--- config.mk ---
export PLATFORM = sky130hd
export DESIGN_NAME = stump_seq_alu_flat
export DESIGN_NICKNAME = d
export VERILOG_FILES = /design/src/rtl/stump_seq_alu_pkg.sv /design/src/rtl/stump_seq_alu_if.sv /design/src/rtl/stump_seq_alu_core.sv /design/src/rtl/stump_seq_alu.sv /design/src/flat_wrapper.sv
export SDC_FILE = /design/constraint.sdc
export NUM_CORES = 1
export LEC_CHECK = 0
export BUFFER_PORTS_ARGS = -buffer_cell sky130_fd_sc_hd__clkbuf_2
export CORE_ASPECT_RATIO = 1.2
export CORE_UTILIZATION = 35
export CTS_CLUSTER_SIZE = 10
export DETAILED_ROUTE_END_ITERATION = 16
export PLACE_DENSITY = 0.54
export SLEW_MARGIN = 25
export SYNTH_ARGS = -nofsm -noshare
export SYNTH_HDL_FRONTEND = slang
export SYNTH_SLANG_ARGS = --single-unit
--- constraint.sdc ---
create_clock -name clk -period 8.4 [get_ports clk]
set_input_delay 0.42 -clock clk [delete_from_list [all_inputs] [get_ports clk]]
set_output_delay 0.42 -clock clk [all_outputs]
set_load 0.02 [all_outputs]
--- src/rtl/stump_seq_alu_pkg.sv ---
// Shared types for the registered Stump ALU:
// op encodings, flag bundle and FSM states.
package stump_seq_alu_pkg;

  localparam logic [3:0] OP_ADD   = 4'd0;
  localparam logic [3:0] OP_ADC   = 4'd1;
  localparam logic [3:0] OP_SUB   = 4'd2;
  localparam logic [3:0] OP_SBC   = 4'd3;
  localparam logic [3:0] OP_AND   = 4'd4;
  localparam logic [3:0] OP_OR    = 4'd5;
  localparam logic [3:0] OP_LDS   = 4'd6;
  localparam logic [3:0] OP_BCC   = 4'd7;
  localparam logic [3:0] OP_MULLO = 4'd8;
  localparam logic [3:0] OP_MULHI = 4'd9;

  typedef struct packed {
    logic n;
    logic z;
    logic v;
    logic c;
  } flags_t;

  typedef enum logic {
    ST_IDLE,
    ST_MUL
  } state_e;

endpackage

--- src/rtl/stump_seq_alu_if.sv ---
// Request/response bundle between the
// register-read stage and the Stump ALU.
interface stump_seq_alu_if #(
  parameter int WIDTH = 16
);
  logic             start;
  logic [3:0]       op;
  logic [WIDTH-1:0] operand_a;
  logic [WIDTH-1:0] operand_b;
  logic             c_in;
  logic             csh;
  logic             busy;
  logic             done;
  logic [WIDTH-1:0] result;
  logic [3:0]       flags_out;

  modport master (
    output start, op, operand_a, operand_b,
    output c_in, csh,
    input  busy, done, result, flags_out
  );

  modport slave (
    input  start, op, operand_a, operand_b,
    input  c_in, csh,
    output busy, done, result, flags_out
  );
endinterface

--- src/rtl/stump_seq_alu_core.sv ---
// Combinational Stump ops 0-7 with flags;
// any other op yields result 0, flags Z only.
module stump_seq_alu_core
  import stump_seq_alu_pkg::*;
#(
  parameter int WIDTH = 16
) (
  input  logic [3:0]       i_op,
  input  logic [WIDTH-1:0] i_a,
  input  logic [WIDTH-1:0] i_b,
  input  logic             i_c_in,
  input  logic             i_csh,
  output logic [WIDTH-1:0] o_result,
  output flags_t           o_flags
);

  logic             w_sub;
  logic             w_arith;
  logic             w_addx;
  logic [WIDTH-1:0] w_bx;
  logic             w_ci;
  logic [WIDTH:0]   w_sum;
  logic             w_ovf;

  assign w_sub   = (i_op == OP_SUB) | (i_op == OP_SBC);
  assign w_arith = (i_op[3:2] == 2'b00);
  assign w_addx  = (i_op == OP_LDS) | (i_op == OP_BCC);
  assign w_bx    = w_sub ? ~i_b : i_b;

  always_comb begin
    w_ci = 1'b0;
    unique case (1'b1)
      (i_op == OP_ADC): w_ci = i_c_in;
      (i_op == OP_SUB): w_ci = 1'b1;
      (i_op == OP_SBC): w_ci = ~i_c_in;
      default:          w_ci = 1'b0;
    endcase
  end

  assign w_sum = {1'b0, i_a} + {1'b0, w_bx}
               + {{WIDTH{1'b0}}, w_ci};

  // Overflow: like-signed operands, sum sign differs
  assign w_ovf = (i_a[WIDTH-1] == w_bx[WIDTH-1])
               & (w_sum[WIDTH-1] != i_a[WIDTH-1]);

  always_comb begin
    o_result  = '0;
    o_flags   = '0;
    unique case (1'b1)
      w_arith: begin
        o_result  = w_sum[WIDTH-1:0];
        o_flags.v = w_ovf;
        o_flags.c = w_sum[WIDTH] ^ i_op[1];
      end
      (i_op == OP_AND): begin
        o_result  = i_a & i_b;
        o_flags.c = i_csh;
      end
      (i_op == OP_OR): begin
        o_result  = i_a | i_b;
        o_flags.c = i_csh;
      end
      w_addx: begin
        o_result  = w_sum[WIDTH-1:0];
        o_flags.c = i_csh;
      end
      default: o_result = '0;
    endcase
    o_flags.n = o_result[WIDTH-1];
    o_flags.z = (o_result == '0);
  end

endmodule

--- src/rtl/stump_seq_alu.sv ---
// Registered Stump ALU: 1-cycle ops via the core,
// iterative shift-add multiply for MULLO/MULHI.
module stump_seq_alu
  import stump_seq_alu_pkg::*;
#(
  parameter int WIDTH  = 16,
  parameter bit MUL_EN = 1'b1
) (
  input logic           clk,
  input logic           rst,
  stump_seq_alu_if.slave s
);

  localparam int CW = $clog2(WIDTH);

  state_e             r_state;
  logic [CW-1:0]      r_cnt;
  logic [2*WIDTH-1:0] r_acc;
  logic [2*WIDTH-1:0] r_mcand;
  logic [WIDTH-1:0]   r_mplr;
  logic               r_hi;
  logic               r_busy;
  logic               r_done;
  logic [WIDTH-1:0]   r_result;
  flags_t             r_flags;

  logic [WIDTH-1:0]   w_core_res;
  flags_t             w_core_flags;
  logic               w_mul_op;
  logic [2*WIDTH-1:0] w_acc_nxt;
  logic [WIDTH-1:0]   w_prod_hi;
  logic [WIDTH-1:0]   w_mul_res;
  flags_t             w_mul_flags;

  stump_seq_alu_core #(.WIDTH(WIDTH)) u_core (
    .i_op     (s.op),
    .i_a      (s.operand_a),
    .i_b      (s.operand_b),
    .i_c_in   (s.c_in),
    .i_csh    (s.csh),
    .o_result (w_core_res),
    .o_flags  (w_core_flags)
  );

  assign w_mul_op = MUL_EN
                  & ((s.op == OP_MULLO) | (s.op == OP_MULHI));

  assign w_acc_nxt = r_acc + (r_mplr[0] ? r_mcand : '0);
  assign w_prod_hi = w_acc_nxt[2*WIDTH-1:WIDTH];
  assign w_mul_res = r_hi ? w_prod_hi
                          : w_acc_nxt[WIDTH-1:0];

  always_comb begin
    w_mul_flags   = '0;
    w_mul_flags.n = w_mul_res[WIDTH-1];
    w_mul_flags.z = (w_mul_res == '0);
    w_mul_flags.c = ~r_hi & (w_prod_hi != '0);
  end

  always_ff @(posedge clk) begin
    if (rst) begin
      r_state  <= ST_IDLE;
      r_cnt    <= '0;
      r_acc    <= '0;
      r_mcand  <= '0;
      r_mplr   <= '0;
      r_hi     <= 1'b0;
      r_busy   <= 1'b0;
      r_done   <= 1'b0;
      r_result <= '0;
      r_flags  <= '0;
    end else begin
      r_done <= 1'b0;
      case (r_state)
        ST_IDLE: begin
          if (s.start && w_mul_op) begin
            r_mcand <= {{WIDTH{1'b0}}, s.operand_a};
            r_mplr  <= s.operand_b;
            r_hi    <= (s.op == OP_MULHI);
            r_acc   <= '0;
            r_cnt   <= '0;
            r_busy  <= 1'b1;
            r_state <= ST_MUL;
          end else if (s.start) begin
            r_result <= w_core_res;
            r_flags  <= w_core_flags;
            r_done   <= 1'b1;
          end
        end
        ST_MUL: begin
          r_acc   <= w_acc_nxt;
          r_mcand <= r_mcand << 1;
          r_mplr  <= r_mplr >> 1;
          r_cnt   <= r_cnt + 1'b1;
          if (r_cnt == CW'(WIDTH - 1)) begin
            r_result <= w_mul_res;
            r_flags  <= w_mul_flags;
            r_done   <= 1'b1;
            r_busy   <= 1'b0;
            r_state  <= ST_IDLE;
          end
        end
        default: r_state <= ST_IDLE;
      endcase
    end
  end

  assign s.busy      = r_busy;
  assign s.done      = r_done;
  assign s.result    = r_result;
  assign s.flags_out = r_flags;

endmodule
--- src/flat_wrapper.sv ---
// flat-port wrapper written by rule: the top's interface ports become plain ports
module stump_seq_alu_flat import stump_seq_alu_pkg::*;
#(
  parameter int WIDTH  = 16,
  parameter bit MUL_EN = 1'b1
)
  (clk, rst, s_start, s_op, s_operand_a, s_operand_b, s_c_in, s_csh, s_busy, s_done, s_result, s_flags_out);
  stump_seq_alu_if #(.WIDTH(WIDTH)) s_i ();
  input logic clk;
  input logic rst;
  input wire logic [$bits(s_i.start)-1:0] s_start;
  input wire logic [$bits(s_i.op)-1:0] s_op;
  input wire logic [$bits(s_i.operand_a)-1:0] s_operand_a;
  input wire logic [$bits(s_i.operand_b)-1:0] s_operand_b;
  input wire logic [$bits(s_i.c_in)-1:0] s_c_in;
  input wire logic [$bits(s_i.csh)-1:0] s_csh;
  output wire logic [$bits(s_i.busy)-1:0] s_busy;
  output wire logic [$bits(s_i.done)-1:0] s_done;
  output wire logic [$bits(s_i.result)-1:0] s_result;
  output wire logic [$bits(s_i.flags_out)-1:0] s_flags_out;
  assign s_i.start = s_start;
  assign s_i.op = s_op;
  assign s_i.operand_a = s_operand_a;
  assign s_i.operand_b = s_operand_b;
  assign s_i.c_in = s_c_in;
  assign s_i.csh = s_csh;
  assign s_busy = s_i.busy;
  assign s_done = s_i.done;
  assign s_result = s_i.result;
  assign s_flags_out = s_i.flags_out;
  stump_seq_alu #(.WIDTH(WIDTH), .MUL_EN(MUL_EN)) u_core (.clk(clk), .rst(rst), .s(s_i));
endmodule
==> summary.md <==
| Metric | Value |
|---|---|
| Drt pass-1 iters | `5` |
| Layout area overhead | `9.20%` |
| Fin. max-slew vios | `0` |
| Netlist cell types | `between 70 and 80` |
| Initial Utilization | `a little over a third` |
| Startpoint Class | `input port` |
| Hold Crit Class | `in -> reg` |
| Critical Path, Cell by Cell | `clkbuf_2, nor3b_2, buf_4, xor2_1, ha_1, or2_1, a2111oi_4, a32o_1, nor2_1, o21a_1, o21a_1, o21a_1, a2111oi_0, a31oi_1, a211oi_1` |
| Crit path max fanout | `25` |
| Leakage power | `a little under 4 nW` |
| Worst-skew pair later-pin latency | `~370 ps` |
| CP required | `~8700 ps` |
| Layout Utilization | `around two fifths` |
| Worst setup EP type | `flip-flop` |
| Unrepaired setup endpoints after global routing | `false` |
| Diodes inserted | `0` |
| Commonest non-fill, non-tap cells in the layout | `nor2_1 (165), a21oi_1 (136), dfxtp_1 (105)` |
| Main synth FF type | `dfxtp_1` |
| Mapped Avg Cell Area | `~7.6 um^2` |
| Routed length per instance | `around 18 um` |
| Bufs on Longest Clock Path | `2` |
| Crit path max-delay cell type | `a2111oi_0` |
| Setup TNS | `0 ps` |
| Slew @ Worst Pin | `roughly 980 ps` |
| Critical path class | `in -> reg` |
| Register bit total from synthesis | `107` |
| NumNets Final | `1156` |
| Maximum vdd drop | `0.0866 mV` |
| Tmin final | `between 4000 and 5000 ps` |
| FMAX | `about 240 MHz` |
| Via count | `7536` |
| Die area | `23400 um^2` |
| Post-Route WL | `between 20 and 25 mm` |
| Post-DRT Antenna Nets | `0` |
| Post-Syn Instances | `1050` |
| Pwr per Cell Area | `between 100 and 150 nW/um^2` |
| Reg2reg path depth | `13` |
| Metal-1 WL | `around 11 mm` |
| First-pass GRT wire length | `a little under 40 mm` |
| Clock skew | `around 12 ps` |
| Max stage delay on crit path | `approximately 700 ps` |
| Grt ovf | `0` |
| Final period utilization | `between 40% and 50%` |
| Fillers | `approximately 2400` |
| HP Start | `rst` |
| Worst hold path depth | `2` |
| Wire length on met2 | `approximately 12 mm` |
| Final setup fails | `0` |
| CORE AREA | `around 22000 um^2` |
| Metal3 WL | `787 um` |
| DR top layer | `met4` |
| Yosys warning count | `0` |
| Sequential-to-total area share from yosys stat | `a little over a quarter` |
| CTS tree | `yes` |
| Cts hold-fix bufs | `0` |
| Largest net degree at the start of global routing | `86` |
| Vias in the first global route | `between 7000 and 8000` |
| Worst relative slew slack | `~35%` |
| Routability cong. | `0.871` |
| Chip height | `between 150 and 200 um` |
| DR iter-0 viols | `545` |
| # clock sinks | `about 110` |
| Total track usage | `a little over a fifth` |
| DP Wirelength | `18.0 mm` |
| # IOs | `between 60 and 70` |
| Post-CTS resize count | `0` |
| Number of I/O port buffers | `62` |
| Layout cells sized above 1 | `about 11%` |
| Critical Path Start | `s_op[3]` |
| Mapped cell area | `7980 um^2` |
| Fin. Hold Viols | `0` |
| Most common cell after layout, fill and taps aside | `nor2_1` |
| DR vias/cell | `5.59` |
| Post-CTS setup buffers | `0` |
| Core Rows | `60` |
| DRC Markers | `0` |
| Status | `finished clean` |
| Root Buffer | `clkbuf_16` |
| Async S/R FF share, synth | `0%` |
| Syn_nets | `between 1000 and 1500` |
| Number of stages on the worst setup path | `15` |
| Initial antenna violation count | `0` |
| Crit-path leading delay family | `compound AO/OA/AOI/OAI gates` |
| Post-synth EDFFs | `0` |
| Reg clk slew, reported paths | `about 80 ps` |
| Num CTS Buffers | `9` |
| Arr. time, crit path | `between 4000 and 5000 ps` |
| Worst path most repeated cell | `o21a_1` |
| H-tree depth | `3` |
| Max-cap viol count | `0` |
| Die width | `~140 um` |
| CP bufs+invs | `2` |
| Launch point of the worst reg-to-reg path | `u_core.r_mplr[0]` |
## cells by family after synthesis
logic type / Yosys count / share of synthesized area [%]
adders and majority gates: 54 / 8.62
DFF: 107 / 26.8
buffers and inverters: 87 / 4.75
muxes: 49 / 6.22
xor gates and xnor gates: 54 / 5.92
and+or+nand+nor: 400 / 24.2
AOI/OAI and AO/OA: 299 / 23.5
## registers in the layout (all words and copies together) (netlist names)
name and count:
u_core.s.flags_out 3, u_core.s.busy 1, u_core.r_acc 32, u_core.r_mcand 32, u_core.r_hi 1, u_core.s.result 16
u_core.r_state 1, u_core.s.done 1, u_core.r_cnt 4, u_core.r_mplr 16
## per-layer routing
metal / up-vias / track usage, %
met3: 26 / 1.72
met2: 178 / 36.9
met1: 3563 / 28.1
met5: - / 0
li1: 3769 / -
met4: 0 / 7.36
## synthesized netlist by cell type (3+ instances only)
| cell | instances | area, um^2 |
|---|---|---|
| a221oi_1 | 7 | 61.3 |
| nor2_1 | 165 | 619 |
| o21a_1 | 9 | 67.6 |
| a22o_1 | 7 | 61.3 |
| a21oi_1 | 136 | 681 |
| nand2_1 | 67 | 251 |
| o21ai_1 | 5 | 25.0 |
| nor4_1 | 6 | 37.5 |
| o21ai_0 | 47 | 235 |
| nor3_1 | 24 | 120 |
| xnor2_1 | 27 | 236 |
| buf_2 | 5 | 25.0 |
| buf_6 | 5 | 56.3 |
| a41oi_1 | 5 | 43.8 |
| nor2b_1 | 6 | 37.5 |
| a22oi_1 | 8 | 60.1 |
| and3_1 | 34 | 213 |
| o211ai_1 | 6 | 45.0 |
| nand3_1 | 14 | 70.1 |
| a31oi_1 | 9 | 56.3 |
| a21o_1 | 11 | 82.6 |
| maj3_1 | 4 | 40.0 |
| and2_1 | 36 | 225 |
| nand4_1 | 12 | 75.1 |
| nor3b_1 | 4 | 30.0 |
| clkinv_1 | 3 | 11.3 |
| a211oi_1 | 8 | 60.1 |
| inv_1 | 18 | 67.6 |
| mux2i_1 | 44 | 440 |
| a21oi_2 | 10 | 87.6 |
| ha_1 | 47 | 588 |
| buf_1 | 14 | 52.6 |
| mux2_2 | 5 | 56.3 |
| or3_1 | 11 | 68.8 |
| nand2b_1 | 5 | 31.3 |
| xor2_1 | 27 | 236 |
| o21ai_2 | 3 | 26.3 |
| dfxtp_1 | 107 | 2140 |
| fa_1 | 3 | 60.1 |
| clkbuf_1 | 40 | 150 |
## stage by stage
stage | worst slack, ps | std cells | instance area (um^2) | power (W) | hold WS (ps)
floorplan | 4050 | 1050 | 7980 | 0.000684 | 454
finish | 4210 | 1349 | 8720 | 0.00117 | 365
CTS | 3850 | 1349 | 8710 | 0.00118 | 359
global placement | 3940 | 1333 | 8420 | 0.000754 | 443
detailed placement | 3880 | 1333 | 8420 | 0.000754 | 448
global route | 3930 | 1349 | 8720 | 0.00122 | 374
## final timing paths
check / end / slack, ps
worst max-delay path: u_core.s.flags_out[2] / 4210
worst min-delay path: u_core.r_mplr[13] / 370
worst max register to register: u_core.s.flags_out[2] / 4210
worst min register to register: u_core.s.result[11] / 450
## power by group
group	leakage [nW]	internal, W	switching (W)
Sequential	0.867	0.000517	0.00000992
Clock	0.141	0.000209	0.000219
Combinational	2.91	0.0000803	0.000136
## final cells by class
type / count / area, um^2 / share of cell area, %
clock buffer: 10 / 229 / 2.63
clock inverter: 6 / 57.6 / 0.660
inverter: 21 / 78.8 / 0.904
multi-input combinational: 856 / 5480 / 62.9
sequential: 107 / 2150 / 24.6
tap: 279 / 349 / 4.00
timing repair buffer: 70 / 373 / 4.28
Power figures use the tool's default switching activity.
